## config.mk

```make
export PLATFORM = sky130hd
export DESIGN_NAME = pipelined_mux_tree
export DESIGN_NICKNAME = d
export VERILOG_FILES = /design/src/rtl/mux_tree_pkg.sv /design/src/rtl/mux_tree_stage.sv /design/src/rtl/pipelined_mux_tree.sv
export SDC_FILE = /design/constraint.sdc
export NUM_CORES = 1
export LEC_CHECK = 0
export ABC_AREA = 1
export CAP_MARGIN = 20
export CELL_PAD_IN_SITES_DETAIL_PLACEMENT = 0
export CELL_PAD_IN_SITES_GLOBAL_PLACEMENT = 1
export CORE_ASPECT_RATIO = 1.2
export CORE_MARGIN = 5
export CORE_UTILIZATION = 35
export DETAILED_ROUTE_END_ITERATION = 12
export PLACE_DENSITY_LB_ADDON = 0.1
export SYNTH_ARGS = -nofsm -noshare
export SYNTH_HDL_FRONTEND = slang
export SYNTH_SLANG_ARGS = --single-unit
```

## constraint.sdc

```tcl
create_clock -name clk -period 1.5 [get_ports clk]
set_input_delay 0.3 -clock clk [delete_from_list [all_inputs] [get_ports clk]]
set_output_delay 0.3 -clock clk [all_outputs]
set_load 0.02 [all_outputs]
```

## src/rtl/mux_tree_pkg.sv

```systemverilog
// Shared sizing helpers for the pipelined mux tree: select width, tree depth
// and padded leaf count, all derived from the number of inputs.
package mux_tree_pkg;

    // Ceiling log2 for elaboration-time sizing; clog2(1) = 0.
    function automatic int clog2(input int n);
        int r;
        r = 0;
        for (int i = 0; i < 31; i++) begin
            if ((1 << i) < n) begin
                r = i + 1;
            end
        end
        return r;
    endfunction

    // Select width and tree depth are the same quantity: max(1, clog2(n)).
    function automatic int sel_width(input int n);
        int c;
        c = clog2(n);
        return (c < 1) ? 1 : c;
    endfunction

    function automatic int tree_levels(input int n);
        return sel_width(n);
    endfunction

    // Leaves are padded up to a full binary tree.
    function automatic int pad_leaves(input int n);
        return 1 << tree_levels(n);
    endfunction

endpackage

```

## src/rtl/mux_tree_stage.sv

```systemverilog
// One tree level: 2:1 muxes over adjacent node pairs steered by select bit 0,
// followed by a valid/ready pipeline register carrying nodes, select and error.
module mux_tree_stage
    import mux_tree_pkg::*;
#(
    parameter int WIDTH    = 8,
    parameter int N_NODES  = 2,
    parameter int SEL_IN_W = 1,
    parameter int N_OUT    = N_NODES / 2,
    parameter int SEL_O_W  = (SEL_IN_W > 1) ? SEL_IN_W - 1 : 1
) (
    input  logic                     clk,
    input  logic                     rst_n,
    input  logic                     in_valid_i,
    output logic                     in_ready_o,
    input  logic [N_NODES*WIDTH-1:0] in_nodes_i,
    input  logic [SEL_IN_W-1:0]      in_sel_i,
    input  logic                     in_err_i,
    output logic                     out_valid_o,
    input  logic                     out_ready_i,
    output logic [N_OUT*WIDTH-1:0]   out_nodes_o,
    output logic [SEL_O_W-1:0]       out_sel_o,
    output logic                     out_err_o
);

    logic                   valid_q;
    logic [N_OUT*WIDTH-1:0] nodes_q, nodes_d;
    logic [SEL_O_W-1:0]     sel_q, sel_d;
    logic                   err_q;
    logic                   advance;

    // An empty register always accepts, so bubbles collapse even under stall.
    assign advance    = !valid_q || out_ready_i;
    assign in_ready_o = advance;

    always_comb begin
        nodes_d = '0;
        for (int j = 0; j < N_OUT; j++) begin
            nodes_d[j*WIDTH +: WIDTH] = in_sel_i[0] ? in_nodes_i[(2*j+1)*WIDTH +: WIDTH]
                                                    : in_nodes_i[(2*j)*WIDTH +: WIDTH];
        end
    end

    generate
        if (SEL_IN_W > 1) begin : g_sel_rest
            assign sel_d = in_sel_i[SEL_IN_W-1:1];
        end else begin : g_sel_none
            assign sel_d = '0;
        end
    endgenerate

    always_ff @(posedge clk) begin
        if (!rst_n) begin
            valid_q <= 1'b0;
            nodes_q <= '0;
            sel_q   <= '0;
            err_q   <= 1'b0;
        end else if (advance) begin
            valid_q <= in_valid_i;
            // Payload only loads with a real beat; idle input is never captured.
            if (in_valid_i) begin
                nodes_q <= nodes_d;
                sel_q   <= sel_d;
                err_q   <= in_err_i;
            end
        end
    end

    assign out_valid_o = valid_q;
    assign out_nodes_o = nodes_q;
    assign out_sel_o   = sel_q;
    assign out_err_o   = err_q;

endmodule

```

## src/rtl/pipelined_mux_tree.sv

```systemverilog
// N-input selector as a registered binary mux tree, one pipeline stage per level.
// Optional out-of-range select flagging: PIPELINED_MUX_TREE_SEL_CHECK_EN.
module pipelined_mux_tree
    import mux_tree_pkg::*;
#(
    parameter int WIDTH = 8,
    parameter int N_IN  = 5,
    parameter int SEL_W = sel_width(N_IN)
) (
    input  logic                  clk,
    input  logic                  rst_n,
    input  logic                  in_valid_i,
    output logic                  in_ready_o,
    input  logic [N_IN*WIDTH-1:0] in_data_i,
    input  logic [SEL_W-1:0]      in_sel_i,
    output logic                  out_valid_o,
    input  logic                  out_ready_i,
    output logic [WIDTH-1:0]      out_data_o,
    output logic                  out_err_o
);

    localparam int LEVELS = tree_levels(N_IN);
    localparam int PAD    = pad_leaves(N_IN);

    logic [PAD*WIDTH-1:0] leaves;
    logic                 sel_err;

    generate
        if (PAD > N_IN) begin : g_pad
            assign leaves = {{((PAD - N_IN) * WIDTH){1'b0}}, in_data_i};
        end else begin : g_nopad
            assign leaves = in_data_i;
        end
    endgenerate

`ifdef PIPELINED_MUX_TREE_SEL_CHECK_EN
    // Extra bit so N_IN == 2**SEL_W compares correctly.
    assign sel_err = ({1'b0, in_sel_i} >= (SEL_W + 1)'(N_IN));
`else
    assign sel_err = 1'b0;
`endif

    generate
        for (genvar k = 0; k < LEVELS; k++) begin : g_lvl
            localparam int NI = PAD >> k;
            localparam int NO = NI / 2;
            localparam int SI = LEVELS - k;
            localparam int SO = (SI > 1) ? SI - 1 : 1;

            logic [NI*WIDTH-1:0] nodes_in;
            logic [SI-1:0]       sel_in;
            logic                valid_in;
            logic                err_in;
            logic                rdy_in;
            logic                rdy_out;
            logic [NO*WIDTH-1:0] nodes_out;
            logic [SO-1:0]       sel_out;
            logic                valid_out;
            logic                err_out;

            if (k == 0) begin : g_head
                assign nodes_in = leaves;
                assign sel_in   = in_sel_i;
                assign valid_in = in_valid_i;
                assign err_in   = sel_err;
            end else begin : g_link
                assign nodes_in = g_lvl[k-1].nodes_out;
                assign sel_in   = g_lvl[k-1].sel_out;
                assign valid_in = g_lvl[k-1].valid_out;
                assign err_in   = g_lvl[k-1].err_out;
            end

            // Ready ripples back combinationally from the consumer.
            if (k == LEVELS - 1) begin : g_tail
                assign rdy_out = out_ready_i;
            end else begin : g_mid
                assign rdy_out = g_lvl[k+1].rdy_in;
            end

            mux_tree_stage #(
                .WIDTH   (WIDTH),
                .N_NODES (NI),
                .SEL_IN_W(SI)
            ) u_stage (
                .clk        (clk),
                .rst_n      (rst_n),
                .in_valid_i (valid_in),
                .in_ready_o (rdy_in),
                .in_nodes_i (nodes_in),
                .in_sel_i   (sel_in),
                .in_err_i   (err_in),
                .out_valid_o(valid_out),
                .out_ready_i(rdy_out),
                .out_nodes_o(nodes_out),
                .out_sel_o  (sel_out),
                .out_err_o  (err_out)
            );
        end
    endgenerate

    assign in_ready_o  = g_lvl[0].rdy_in;
    assign out_valid_o = g_lvl[LEVELS-1].valid_out;
    assign out_data_o  = g_lvl[LEVELS-1].nodes_out;
    assign out_err_o   = g_lvl[LEVELS-1].err_out;

endmodule

```

==> results.json <==
{
  "cp.arrival_ns": 1.10,
  "dpl_worst_slack_ns": -0.335,
  "grt_setup_unrepaired": "false",
  "synth_nets": 446,
  "first_global_vias": 2366,
  "finClkSkew_ns": 0.00737,
  "worst-path-max-fanout": 2,
  "final_nets": 497,
  "io_buffers": 56,
  "crit_path_end_kind": "primary output",
  "drc": 0,
  "ir_drop_mv": 0.422,
  "status": "finished clean",
  "cts_setup_buffers": 0,
  "grt_max_degree": 51,
  "grtUsageTotal_pct": 13.4,
  "min_from": "g_lvl[2].u_stage.out_nodes_o[1]",
  "drive_above_1_share_pct": 7.10,
  "crit_required_ns": 1.20,
  "root_buffer": "clkbuf_8",
  "power_density_nw_per_um2": 859,
  "gp_congestion": 0.781,
  "grt_pass1_wl_mm": 10.2,
  "startpoint_type": "input pin",
  "cts_made_buffers": 5,
  "cts_resized": 13,
  "mappedNetlistArea_um2": 2650,
  "clkSlewWorstSetupHoldPaths_ns": 0.10,
  "period_minus_slack_ns": 1.40,
  "wire_per_inst_um": 11.0,
  "die-area_um2": 9400,
  "ant_nets": 0,
  "fin_tns_setup_ns": 0,
  "yosys_warnings": 0,
  "finalCritPeriodShare_pct": 93.2,
  "core-area_um2": 7320,
  "nFillCells": 826,
  "drv_cap": 0,
  "final-seq-area_um2": 1080,
  "total_leakage_power_nw": 1.51,
  "setup_ws_ns": 0.103,
  "clk_latency_ns": 0.30,
  "crit_type": "input pin to primary output",
  "ys_seq_area_share_pct": 40.9,
  "dr_total_vias": 2424,
  "ys_types": 23,
  "diodes": 0,
  "timing.fmax_ghz": 0.716,
  "ys_ff_latch": 54,
  "htreeDepth": 2,
  "cts_tree": "yes",
  "critPathLaunch": "out_ready_i",
  "cts_hold_buf": 0,
  "drtPass1Iterations": 4,
  "area_growth_pct": 28.4,
  "drv_slew": 0,
  "netlist_instances": 399,
  "grt_antenna_before_repair": 0,
  "r2r-start": "g_lvl[2].u_stage.out_valid_o",
  "dp_cells": 533,
  "clockBufferDepth": 2,
  "wirelength_mm": 5.93,
  "setup_viol": 0,
  "io_pins": 58,
  "hold_viol": 0,
  "hpwlAfterDp_mm": 4.46,
  "die_y_um": 105,
  "avgSynthCellArea_um2": 6.63,
  "stdcell_count": 541,
  "die_w_um": 89.4,
  "hold_class": "flop to flop",
  "num_rows": 34,
  "cts_sinks": 54,
  "first_iter_violations": 53,
  "grt-ovfl-total": 0,
  "multi_input_area_um2": 1300,
  "start_util_pct": 36.1,
  "via_per_inst": 4.48
}
==> power breakdown <==
group | switching [W] | internal (W) | total (W)
Sequential | 0.0000447 | 0.00152 | 0.00156
Combinational | 0.000247 | 0.000275 | 0.000522
Clock | 0.000460 | 0.000372 | 0.000832
==> state kept, by name (all words and copies together) (netlist names) <==
| name | count |
|---|---|
| g_lvl.u_stage.out_nodes_o | 48 |
| g_lvl.u_stage.out_sel_o | 3 |
| g_lvl.u_stage.out_valid_o | 3 |
==> cell families after synthesis <==
kind of cell | Yosys count | synth area share [%]
compound gates | 54 | 10.2
other cells | 1 | 0.142
flops | 54 | 40.9
buf+inv | 45 | 10.0
simple gates | 245 | 38.7
==> worst max-delay path: stages <==
cell             delay [ns]
clkdlybuf4s50_1        0.41
inv_1                  0.11
nand4_4                0.10
buf_2                  0.18
==> cells in the final DEF (no fill, tap or decap) <==
| cell type | n |
|---|---|
| inv_1 | 14 |
| dlygate4sd2_1 | 9 |
| buf_2 | 1 |
| o21ai_0 | 11 |
| a21oi_1 | 36 |
| buf_12 | 6 |
| nand3_1 | 23 |
| conb_1 | 1 |
| dfxtp_1 | 54 |
| o21ai_1 | 7 |
| and2_0 | 1 |
| buf_4 | 11 |
| nand3b_1 | 2 |
| clkinv_2 | 2 |
| nand4_4 | 1 |
| inv_2 | 1 |
| nor2_1 | 63 |
| nand3_2 | 1 |
| clkinvlp_4 | 1 |
| and2_1 | 15 |
| clkdlybuf4s50_1 | 46 |
| nand2_1 | 137 |
| clkbuf_8 | 6 |
| nand2_2 | 2 |
==> per-stage QoR <==
step / hold WS [ns] / utilization [%] / cell area (um^2) / total power (W)
after detailed placement: 0.454 / 45.3 / 3320 / 0.00213
after global routing: 0.482 / 46.4 / 3400 / 0.00308
after global placement: 0.449 / 45.3 / 3320 / 0.00213
after CTS: 0.467 / 46.4 / 3400 / 0.00296
final: 0.461 / 46.4 / 3400 / 0.00292
after floorplan: 0.446 / - / 2650 / 0.00191
==> metal layers <==
metal	global-route usage [%]	wire, um
met2	22.6	2770
met1	16.6	2760
met5	0	0
met3	2.81	285
met4	4.68	114
==> path summary, 6_finish.rpt <==
check | cells after the start | slack [ns] | end
worst min register to register | 2 | 0.46 | g_lvl[2].u_stage.out_nodes_o[1]
worst max-delay path | 4 | 0.10 | in_ready_o
worst min-delay path | 2 | 0.46 | g_lvl[2].u_stage.out_nodes_o[1]
worst max register to register | 5 | 0.27 | g_lvl[0].u_stage.out_nodes_o[8]
==> Yosys cell counts <==
cell	number	area, um^2
clkbuf_2	1	5.00
conb_1	1	3.75
o21ai_1	7	35.0
o21ai_0	11	55.1
inv_2	1	3.75
nand3_1	23	115
clkinv_2	1	5.00
nor2_1	63	236
nand2_2	2	12.5
nand2_1	137	514
nand4_4	1	21.3
dfxtp_1	54	1080
buf_6	8	90.1
a21oi_1	36	180
clkbuf_1	3	11.3
and2_0	1	6.26
inv_1	14	52.6
buf_2	9	45.0
and2_1	15	93.8
nand3b_1	2	15.0
buf_4	6	45.0
nand3_2	1	10.0
buf_1	2	7.51
==> cell type report <==
| type | count | area share (%) |
|---|---|---|
| Multi-Input combinational cell | 300 | 38.2 |
| Sequential cell | 54 | 31.8 |
| Timing Repair Buffer | 73 | 22.0 |
| Tap cell | 90 | 3.32 |
| Clock buffer | 6 | 2.43 |
| Inverter | 16 | 1.81 |
| Clock inverter | 2 | 0.368 |
No activity file was read; power rests on OpenSTA's default activity.
==> variant 1, RTL diff (config.mk and constraints unchanged) <==
`WIDTH` is set to 8 in 2 places; all go to 7.
--- a/src/rtl/mux_tree_stage.sv
+++ b/src/rtl/mux_tree_stage.sv
@@ -3,7 +3,7 @@
 module mux_tree_stage
     import mux_tree_pkg::*;
 #(
-    parameter int WIDTH    = 8,
+    parameter int WIDTH    = 7,
     parameter int N_NODES  = 2,
     parameter int SEL_IN_W = 1,
     parameter int N_OUT    = N_NODES / 2,
--- a/src/rtl/pipelined_mux_tree.sv
+++ b/src/rtl/pipelined_mux_tree.sv
@@ -3,7 +3,7 @@
 module pipelined_mux_tree
     import mux_tree_pkg::*;
 #(
-    parameter int WIDTH = 8,
+    parameter int WIDTH = 7,
     parameter int N_IN  = 5,
     parameter int SEL_W = sel_width(N_IN)
 ) (
Ports: changed (resized in_data_i and out_data_o); port bits go from 58 to 52. No check against the original RTL was run, so the function may have changed too.
==> variant 1 against the original RTL <==
Fmax shrank 1.8%; combinational power shrank 16%; critical endpoint unchanged; wire length shrank 12%; die area shrank 12%; global-route usage shrank 0.091 points; sequential cell count shrank 6; final area shrank 12%; first-iteration DRC count grew 7.5%; critical path depth shrank 2; setup slack lost 0.026 ns; largest power group unchanged; synthesized area shrank 14%; critical path type is now reg2out; total power shrank 10%.
==> variant 1: results (changes against the original RTL) <==
outcome=finished clean (unchanged); placed cell count=478 (was 533); DR vias/cell=4.43 (was 4.48); pin count of the biggest net entering global routing=47 (was 51); Placement Setup Slack=-0.449 ns (was -0.335 ns); flops & latches, synth=48 (was 54); met2 WL post-DR=2490 µm (was 2770 µm); Detail Placement HPWL=3830 µm (was 4460 µm); Crit path largest cell delay=0.35 ns (was 0.41 ns); combinational gate power=0.440 mW (was 0.522 mW); CTS max path bufs=2 (unchanged); first-pass GRT wire length=9150 µm (was 10200 µm); # resized after CTS=12 (was 13); Final GP Congestion=0.727 (was 0.781); GRT Resource Usage Total=13.3% (was 13.4%); share of the synthesized area in compound gates (AO/OA/AOI/OAI)=10.5% (was 10.2%); Synth cell types=20 (was 23); routing usage on met1=15.6% (was 16.6%); met2 usage=23.5% (was 22.6%); Clock-cell share=3.11% (was 2.80%); multi-input combinational area share=37.9% (was 38.2%); crit path max-delay cell type=dfxtp_1 (was clkdlybuf4s50_1); IO Port Bufs=50 (was 56); Syn Inst Count=353 (was 399); DR WL/cell=10.7 µm (was 11.0 µm); Final nets=442 (was 497); P_leak=1.34 nW (was 1.51 nW); CP delay by family, top=flip-flops (was buffers and inverters); Repair and plain buffers=65 (was 73); overall power=2.63 mW (was 2.92 mW); grt met3 use=2.76% (was 2.81%); footprint of the multi-input gates=1130 µm² (was 1300 µm²); DR vias=2153 (was 2424); Synth top cells by count=122 x nand2_1, 56 x nor2_1, 48 x dfxtp_1 (was 137 x nand2_1, 63 x nor2_1, 54 x dfxtp_1); Critical Path AT=1.12 ns (was 1.10 ns); Clk power=0.796 mW (was 0.832 mW); Met1 Wirelength=2290 µm (was 2760 µm); met3 wire len=316 µm (was 285 µm); fraction of layout cells with a size suffix above 1=6.73% (was 7.10%); sequential share of the synthesized area=42.1% (was 40.9%); FF/Latch Area=961 µm² (was 1080 µm²); Non-clock buffer share=21.2% (was 22.0%); Cell Rows=32 (was 34); clk_skew=0.00579 ns (was 0.00737 ns); Non-CTS inverters=15 (was 16); Synth area leaders=dfxtp_1 42%, nand2_1 20%, nor2_1 9.2% (was dfxtp_1 41%, nand2_1 19%, nor2_1 8.9%); Synth Net Count=395 (was 446); fillers=730 (was 826); DRT iter0 DRCs=57 (was 53); Min-Delay Path Class=in2reg (was reg2reg); Area after DPL=2890 µm² (was 3320 µm²)
==> variant 1: cell types whose count changed in the layout (fill, tap and decap cells not counted), moves of 3 or more <==
| cell | before | now |
|---|---|---|
| buf_12 | 6 | 2 |
| a21oi_1 | 36 | 32 |
| inv_1 | 14 | 11 |
| o21ai_1 | 7 | 4 |
| nor2_1 | 63 | 56 |
| dfxtp_1 | 54 | 48 |
| clkdlybuf4s50_1 | 46 | 40 |
| nand2_1 | 137 | 122 |
==> variant 1: worst paths after layout <==
kind                                    from                               end  slack (ns)  depth (start not counted)
max             g_lvl[0].u_stage.out_valid_o                        in_ready_o        0.08                          2
max reg2reg     g_lvl[1].u_stage.out_valid_o  g_lvl[0].u_stage.out_nodes_o[17]        0.23                          5
min reg2reg  g_lvl[2].u_stage.out_nodes_o[2]   g_lvl[2].u_stage.out_nodes_o[2]        0.46                          2
min                              out_ready_i      g_lvl[2].u_stage.out_valid_o        0.33                          4
==> variant 2, RTL diff (same flow settings) <==
Without the edit above. Make the reset (`rst_n`) asynchronous in one clocked block.
--- a/src/rtl/mux_tree_stage.sv
+++ b/src/rtl/mux_tree_stage.sv
@@ -49,7 +49,7 @@
         end
     endgenerate
 
-    always_ff @(posedge clk) begin
+    always_ff @(posedge clk or negedge rst_n) begin
         if (!rst_n) begin
             valid_q <= 1'b0;
             nodes_q <= '0;
Behaviour: differs if rst_n is asserted again (counterexample within 4 cycles, from zero or initial values and one cycle with rst_n low); with rst_n held inactive, the same outputs for 10 cycles.
==> variant 2 against the original RTL <==
Sequential cell count unchanged; final area increased by 0.55%; critical endpoint unchanged; wire length decreased by 8.2%; synthesized area decreased by 1.2%; register-to-register slack got worse by 0.12 ns; setup slack got worse by 0.053 ns; fmax decreased by 3.6%; die area decreased by 1.1%.
Power is not compared: it rests on default switching activity, and its combinational part moved more than twofold at a synthesized area within 25%.
==> variant 2: results (changes against the original RTL) <==
Min-Delay Path Class=reg2reg (unchanged); GRT Resource Usage Total=12.8% (was 13.4%); share of the synthesized area in compound gates (AO/OA/AOI/OAI)=4.93% (was 10.2%); Synth area leaders=dfrtp_1 52%, nand2_1 27%, nand3_1 5.2% (was dfxtp_1 41%, nand2_1 19%, nor2_1 8.9%); sequential share of the synthesized area=51.7% (was 40.9%); crit path max-delay cell type=clkdlybuf4s50_1 (unchanged); Final GP Congestion=0.710 (was 0.781); Synth cell types=15 (was 23); DRT iter0 DRCs=75 (was 53); synthesized-area fraction occupied by adder cells=0% (unchanged); placed cell count=496 (was 533); Worst Path Max Fanout=2 (unchanged); proportion of synthesized area in mux cells=0% (unchanged); CP delay by family, top=buffers and inverters (unchanged); Post-Synth XOR/XNOR Area=0% (unchanged); CTS Buf Count=5 (unchanged); DR WL/cell=10.8 µm (was 11.0 µm); Clock Latency Late Sink=0.30 ns (about the same); Final nets=461 (was 497); DR vias/cell=4.41 (was 4.48); Synth Net Count=401 (was 446); post-synthesis async set-or-reset flop share=100% (was 0%); IO Port Bufs=56 (unchanged); Synth top cells by count=187 x nand2_1, 54 x dfrtp_1, 28 x inv_1 (was 137 x nand2_1, 63 x nor2_1, 54 x dfxtp_1); fraction of layout cells with a size suffix above 1=6.99% (was 7.10%); synthesized area per cell=7.38 µm² (was 6.63 µm²); drt total wl=5440 µm (was 5930 µm); number of detailed-route iterations in the first pass=4 (unchanged); CTS max path bufs=2 (unchanged); Max H-tree Level=2 (unchanged); clk_skew=0.00386 ns (was 0.00737 ns); Critical Path AT=1.15 ns (was 1.10 ns); CTS Root Cell=clkbuf_8 (unchanged); Detail Placement HPWL=4320 µm (was 4460 µm); Max VDD drop=0.000684 V; first-pass GRT wire length=9740 µm (was 10200 µm); Area after DPL=3330 µm² (was 3320 µm²); Placement Setup Slack=-0.380 ns (was -0.335 ns); pin count of the biggest net entering global routing=29 (was 51); Clk pin slew, worst setup/hold paths=0.09 ns; P_leak=1.81 nW; Synth Flop Type=dfrtp_1 (was dfxtp_1); initial antenna violation count=0 (unchanged); outcome=finished clean (unchanged); n_diodes=0 (unchanged); Crit path largest cell delay=0.40 ns; number of global-route vias before repair=2179 (was 2366); Largest register FFs=48 (unchanged); Ys Warns=0 (unchanged)
[variant 2: changes by cell type in the layout (fill, tap and decap cells not counted), sizes merged, moves of 16 or more]
cell	delta
a21oi	-35
nand2	+50
dfrtp	+54
dfxtp	-54
nor2	-55
and2	-16
[variant 2: repair_timing]
item	CTS	global route
gates resized for setup	13	0
hold buffers	1	0
endpoints found under the setup margin	10	13
hold endpoints to repair	17	0
setup buffers	0	0
[variant 2: layout make-up]
type / count / area, µm²
Inverter: 29 / 109
Clock inverter: 1 / 5.00
Timing Repair Buffer: 73 / 732
Sequential cell: 54 / 1350
Fill cell: 785 / 3860
Clock buffer: 7 / 86.3
Multi-Input combinational cell: 251 / 1020
Tap cell: 90 / 113
[variant 2: worst paths after layout]
path	to	from	depth (start not counted)	slack [ns]
setup / recovery	in_ready_o	out_ready_i	4	0.05
hold / removal	g_lvl[0].u_stage.out_nodes_o[0]	g_lvl[0].u_stage.out_nodes_o[0]	2	0.47
setup reg to reg	g_lvl[0].u_stage.out_nodes_o[9]	g_lvl[0].u_stage.out_valid_o	6	0.15
hold reg to reg	g_lvl[0].u_stage.out_nodes_o[0]	g_lvl[0].u_stage.out_nodes_o[0]	2	0.47
max in group asynchronous	g_lvl[0].u_stage.out_nodes_o[5]	rst_n	3	0.54
min in group asynchronous	g_lvl[1].u_stage.out_nodes_o[2]	rst_n	2	0.49
[variant 2: layer usage]
metal  share of wire [%]  track usage, %
met5                   0               0
met4                 1.5            3.89
met3                 4.8            2.20
met2                  47            20.9
met1                  47            17.1
[variant 2: where the power goes]
part           internal [mW]  switching, mW  leakage [nW]
logic                  0.602          0.752          1.07
registers               1.82          0.213         0.689
clock network          0.373          0.446        0.0482
